==> src/rtl/local_pattern_table_pkg.sv <==
// local_pattern_table_pkg: shared branch-predictor types, counter encodings and saturating update.
package local_pattern_table_pkg;
  localparam int LPT_HIST_W = 4;
  localparam int LPT_CTR_W = 2;
  localparam logic [1:0] STRONG_NT = 2'd0;
  localparam logic [1:0] WEAK_NT = 2'd1;
  localparam logic [1:0] WEAK_T = 2'd2;
  localparam logic [1:0] STRONG_T = 2'd3;
  typedef struct packed {
    logic [LPT_HIST_W-1:0] hist;
    logic taken;
  } lpt_upd_t;
  function automatic int unsigned sat_ctr(input int unsigned ctr, input logic taken, input int unsigned max);
    return taken ? (ctr == max ? ctr : ctr + 1) : (ctr == 0 ? ctr : ctr - 1);
  endfunction
endpackage

==> src/rtl/local_pattern_table_fifo.sv <==
// bp_update_fifo: generic synchronous FIFO with clear; pointers carry an extra wrap bit.
module bp_update_fifo #(
  parameter int DATA_W = 5,
  parameter int DEPTH = 4
) (
  input  logic              clk,
  input  logic              rst_n,
  input  logic              clear,
  input  logic              push,
  input  logic              pop,
  input  logic [DATA_W-1:0] din,
  output logic [DATA_W-1:0] dout,
  output logic              full,
  output logic              empty
);
  localparam int AW = $clog2(DEPTH);
  logic [DATA_W-1:0] mem [DEPTH];
  logic [AW:0] wptr, rptr;
  logic do_push, do_pop;
  assign empty = wptr == rptr;
  assign full = (wptr[AW] != rptr[AW]) && (wptr[AW-1:0] == rptr[AW-1:0]);
  assign do_push = push && !full && !clear;
  assign do_pop = pop && !empty && !clear;
  assign dout = mem[rptr[AW-1:0]];
  always_ff @(posedge clk)
    if (do_push) mem[wptr[AW-1:0]] <= din;
  always_ff @(posedge clk or negedge rst_n)
    if (!rst_n) begin
      wptr <= '0;
      rptr <= '0;
    end else if (clear) begin
      wptr <= '0;
      rptr <= '0;
    end else begin
      if (do_push) wptr <= wptr + 1'b1;
      if (do_pop) rptr <= rptr + 1'b1;
    end
endmodule

==> src/rtl/local_pattern_table.sv <==
// local_pattern_table: history-indexed saturating counters, combinational predict, FIFO-queued updates.
module local_pattern_table
  import local_pattern_table_pkg::*;
#(
  parameter int HIST_W = LPT_HIST_W,
  parameter int CTR_W = LPT_CTR_W,
  parameter int FIFO_DEPTH = 4,
  parameter logic [CTR_W-1:0] CTR_INIT = CTR_W'(WEAK_NT)
) (
  input  logic              clk,
  input  logic              rst_n,
  input  logic              clear,
  input  logic [HIST_W-1:0] rd_hist,
  output logic              pred_taken,
  output logic [CTR_W-1:0]  pred_ctr,
  input  logic              upd_valid,
  output logic              upd_ready,
  input  logic [HIST_W-1:0] upd_hist,
  input  logic              upd_taken,
  output logic              busy
);
  localparam int DEPTH = 1 << HIST_W;
  localparam int CTR_MAX = (1 << CTR_W) - 1;
  logic [CTR_W-1:0] tbl [DEPTH];
  logic [HIST_W:0] head;
  logic full, empty;
  assign upd_ready = !full;
  assign busy = !empty;
  assign pred_ctr = tbl[rd_hist];
  assign pred_taken = pred_ctr[CTR_W-1];
  bp_update_fifo #(.DATA_W(HIST_W + 1), .DEPTH(FIFO_DEPTH)) u_fifo (
    .clk(clk),
    .rst_n(rst_n),
    .clear(clear),
    .push(upd_valid),
    .pop(1'b1),
    .din({upd_hist, upd_taken}),
    .dout(head),
    .full(full),
    .empty(empty)
  );
  // head is {hist, taken}; the pop and the counter write share one edge
  always_ff @(posedge clk or negedge rst_n)
    if (!rst_n) begin
      for (int i = 0; i < DEPTH; i++) tbl[i] <= CTR_INIT;
    end else if (clear) begin
      for (int i = 0; i < DEPTH; i++) tbl[i] <= CTR_INIT;
    end else if (!empty) begin
      tbl[head[HIST_W:1]] <= CTR_W'(sat_ctr(32'(tbl[head[HIST_W:1]]), head[0], CTR_MAX));
    end
endmodule
==> config.mk <==
export PLATFORM = sky130hd
export DESIGN_NAME = local_pattern_table
export DESIGN_NICKNAME = d
export VERILOG_FILES = /design/src/rtl/local_pattern_table_pkg.sv /design/src/rtl/local_pattern_table_fifo.sv /design/src/rtl/local_pattern_table.sv
export SDC_FILE = /design/constraint.sdc
export NUM_CORES = 1
export LEC_CHECK = 0
export BUFFER_PORTS_ARGS = -buffer_cell sky130_fd_sc_hd__clkbuf_2
export CELL_PAD_IN_SITES_DETAIL_PLACEMENT = 2
export CELL_PAD_IN_SITES_GLOBAL_PLACEMENT = 2
export CORE_MARGIN = 3
export CORE_UTILIZATION = 39
export DETAILED_ROUTE_END_ITERATION = 16
export GPL_TIMING_DRIVEN = 0
export PLACE_DENSITY_LB_ADDON = 0.1
export RECOVER_POWER = 25
export SLEW_MARGIN = 10
export SYNTH_ARGS = -nofsm -noshare
export SYNTH_HDL_FRONTEND = slang
export SYNTH_SLANG_ARGS = --single-unit
export TNS_END_PERCENT = 50
==> constraint.sdc <==
create_clock -name clk -period 2.69 [get_ports clk]
set_input_delay 0.538 -clock clk [delete_from_list [all_inputs] [get_ports clk]]
set_output_delay 0.538 -clock clk [all_outputs]
set_load 0.01 [all_outputs]
==> results.toml <==
[routing]
drt_pre_antenna_iters = 4
avgRoutedWirePerCell_um = 23.4
residual_antenna_violating_net_count_after_detailed_routing = 0
finalWirelength_um = 9250
routed-via-count = 2239
detailedRoute.firstIterationViolations = 78
via_per_inst = 5.67
route.detailed.drc = 0

[power]
finalPower_mw = 3.62
vdd.ir_drop.worst_mv = 0.343
power_leakage_nw = 1.39
powerDensity_nw_per_um2 = 963

[yosys]
post_synth_instance_area_um2 = 3240
synth.net_count = 272
yosys_most_used_dff = "sky130_fd_sc_hd__dfrtp_1"
synth_largest_area_cell = "sky130_fd_sc_hd__edfxtp_1"
synth-seq-cells = 58
yosys_warnings = 0
netlist_top_cells_area = "sky130_fd_sc_hd__edfxtp_1 (19%), sky130_fd_sc_hd__dfrtp_1 (17%), sky130_fd_sc_hd__dfstp_2 (13%)"
ys_seq_area_share_pct = 48.5
syn_avg_cell_area_um2 = 12.8
async_flop_share_pct = 65.5
yosysUniqueCellTypes = 38
synth_enable_flop_cells = 20
synth_top_area_share_pct = 18.5
synthesis.instances = 254

[finish]
antennaDiodeCount = 0
fin_cells = 395
area_growth_pct = 15.9
fillerInstances = 795
final_common_cell = "sky130_fd_sc_hd__nor2_1"
layout_common_cells = "sky130_fd_sc_hd__nor2_1 (29), sky130_fd_sc_hd__dfrtp_1 (22), sky130_fd_sc_hd__edfxtp_1 (20), sky130_fd_sc_hd__mux2i_1 (19)"
multi_input_comb_area_um2 = 1610
layout.cell_area.non_filler_um2 = 3760
register_area_um2 = 1570
fin_nets = 306
post_route_cells_drive_above_1_share_pct = 36.2

[setup_path]
worst_path_most_repeated_cell = "sky130_fd_sc_hd__mux2i_1"
endpoint_kind = "flop"
r2r_start = "u_fifo.rptr[0]"
timing_worst_setup_path_type = "flop to flop"
timing.critical_path.fanout_max = 10
critical_register_to_register_path_endpoint = "tbl[23]"
worst-endpoint-required_ns = 2.88
start_kind = "flop"
worst_path_max_stage_delay_ns = 0.57
cp_cell_sequence = "buf_6, mux4_2, buf_4, mux2i_1, mux2i_1, mux2i_2, mux2i_4, a21boi_4, buf_12, a211oi_2"
worst_ep_arrival_time_ns = 2.86
worstRegToRegCells = 10
timing.critical_path.slowest_stage_cell = "sky130_fd_sc_hd__mux4_2"
r2r_setup_slack_ns = 0.02

[clocking]
cts_hold_buf = 0
cts_buf_count = 9
clkTransAtPathRegs_ns = 0.07
tritoncts = "built"
cts_max_path_buffers = 2
worst_skew_pair.late_latency_ns = 0.34
cts-root-buf = "sky130_fd_sc_hd__clkbuf_8"
total_number_of_clock_tree_sinks = 58
htree_num_levels = 3

[global_route]
grt_overflow = 0
antenna_found_initial = 0
groute.usage.overall_pct = 20.0
grt_first_pass_wirelength_um = 14600
grt_pass1_vias = 2564
maximum_number_of_pins_on_one_net_before_global_route_repair = 39

[place]
hpwl_um = 6420
dpl-instance-area_um2 = 3440
placed_cells = 370
io_buffers = 14
place.gp.congestion = 0.768

[sta]
final_min_period_over_clock_period_pct = 99.3
period_minus_slack_ns = 2.67
max_clk_rate_ghz = 0.374
count_of_endpoints_failing_setup_in_the_final_report = 0
final_hold_vios = 0
drv_slew = 39
timing.max_slew.rel_slack_pct = -45.3
setup_total_negative_slack_ns = 0
skew_ns = 0.00753
max_slew.worst_pin.slew_ns = 2.18
rsz0062_at_grt = "true"

[run]
drv_cap = 1

[die]
die_h_um = 97.2
die_area_um2 = 9440
design.core.area_um2 = 7890
die_x_um = 97.2
design.portCount = 18
initial_utilization_pct = 41.1
num_rows = 32

[outcome]
failing_checks = "max-capacitance violations, max-slew violations"
run_status = "complete, but fails checks"

[hold_path]
hold_wc_path_type = "input port to flop"
worstHoldPathCells = 1
min_delay_worst_endpoint = "u_fifo.mem[2][2]"
timing.hold.worst.start = "upd_hist[1]"
worst max-delay path: cells and delay by family (launching register included):
family / cells / cell delay (ns)
muxes: 5 / 1.26
buffers and inverters: 3 / 0.56
AOI/OAI and AO/OA: 2 / 0.32
DFF: 1 / 0.36
layout make-up:
cell class                 instances  share of cell area (%)
multi-input combinational        175                    42.8
sequential                        58                    41.8
timing repair buffer              24                    3.76
clock buffer                      10                    3.40
tap                              102                    3.40
buffer                            15                    3.30
clock inverter                     6                   0.899
inverter                           5                   0.566
kinds of logic after synthesis:
| logic type | Yosys count | share of synthesized area (%) |
|---|---|---|
| AOI/OAI and AO/OA | 41 | 13.0 |
| xor gates and xnor gates | 7 | 1.89 |
| adders and majority gates | 5 | 1.93 |
| buffers and inverters | 21 | 3.86 |
| DFF | 58 | 48.5 |
| muxes | 39 | 18.4 |
| and+or+nand+nor | 83 | 12.4 |
per-stage QoR:
step / setup WS, ns / util, % / hold WS, ns
final: 0.0186 / 47.6 / 0.455
after global routing: -0.0601 / 47.6 / 0.477
after CTS: 0.00459 / 46.4 / 0.402
after detailed placement: -0.259 / 43.6 / 0.554
after global placement: -0.153 / 43.6 / 0.544
after floorplan: 0.166 / - / 0.242
synth_stat cells, types with 2 or more instances:
cell                       count
sky130_fd_sc_hd__a21boi_4      2
sky130_fd_sc_hd__nand2_1      11
sky130_fd_sc_hd__and2_1        4
sky130_fd_sc_hd__clkbuf_1      8
sky130_fd_sc_hd__o22ai_1       2
sky130_fd_sc_hd__a211o_1      16
sky130_fd_sc_hd__ha_1          5
sky130_fd_sc_hd__nor2b_1      16
sky130_fd_sc_hd__buf_4         3
sky130_fd_sc_hd__a211oi_1      6
sky130_fd_sc_hd__edfxtp_1     20
sky130_fd_sc_hd__dfstp_2      16
sky130_fd_sc_hd__nor2_2        2
sky130_fd_sc_hd__dfrtp_1      22
sky130_fd_sc_hd__mux4_2       13
sky130_fd_sc_hd__nor2_1       29
sky130_fd_sc_hd__mux4_1        2
sky130_fd_sc_hd__xnor2_1       2
sky130_fd_sc_hd__nand3_1       4
sky130_fd_sc_hd__inv_1         4
sky130_fd_sc_hd__a211oi_2     10
sky130_fd_sc_hd__buf_6         3
sky130_fd_sc_hd__xor2_1        5
sky130_fd_sc_hd__nor3_1       12
sky130_fd_sc_hd__o22ai_2       2
sky130_fd_sc_hd__mux2i_1      23
layer usage:
layer / global-route usage, % / up-vias / wire length [um]
met5: 0 / - / 0
met4: 6.26 / 0 / 145
met3: 2.87 / 12 / 168
met2: 32.2 / 25 / 4570
met1: 28.0 / 1190 / 4370
li1: - / 1012 / -
worst max path at each step:
stage / from / endpoint / slack [ns] / cells after the start
3_3_place_gp: u_fifo.rptr[1] / tbl[12] / -0.15 / 10
4_1_cts: u_fifo.rptr[0] / tbl[23] / 0.005 / 10
2_1_floorplan: rd_hist[0] / pred_ctr[1] / 0.17 / 4
6_report: u_fifo.rptr[0] / tbl[23] / 0.02 / 10
5_1_grt: u_fifo.rptr[0] / tbl[21] / -0.06 / 10
3_5_place_dp: u_fifo.rptr[1] / tbl[1] / -0.26 / 10
flip-flops by register name, indices dropped and copies added (netlist names):
signal       flops
u_fifo.wptr      3
u_fifo.rptr      3
u_fifo.mem      20
tbl             32
timing repair:
item | CTS | global route
endpoints found under the setup margin | 33 | 33
buffers inserted | 6 | 4
pin swaps | 2 | 5
gates resized for setup | 6 | 17
power by group:
group | leakage, nW | internal [mW] | switching, mW
clock network | 0.0795 | 0.325 | 0.363
logic | 0.662 | 0.747 | 1.01
registers | 0.653 | 1.06 | 0.114
Power figures use the tool's default switching activity.
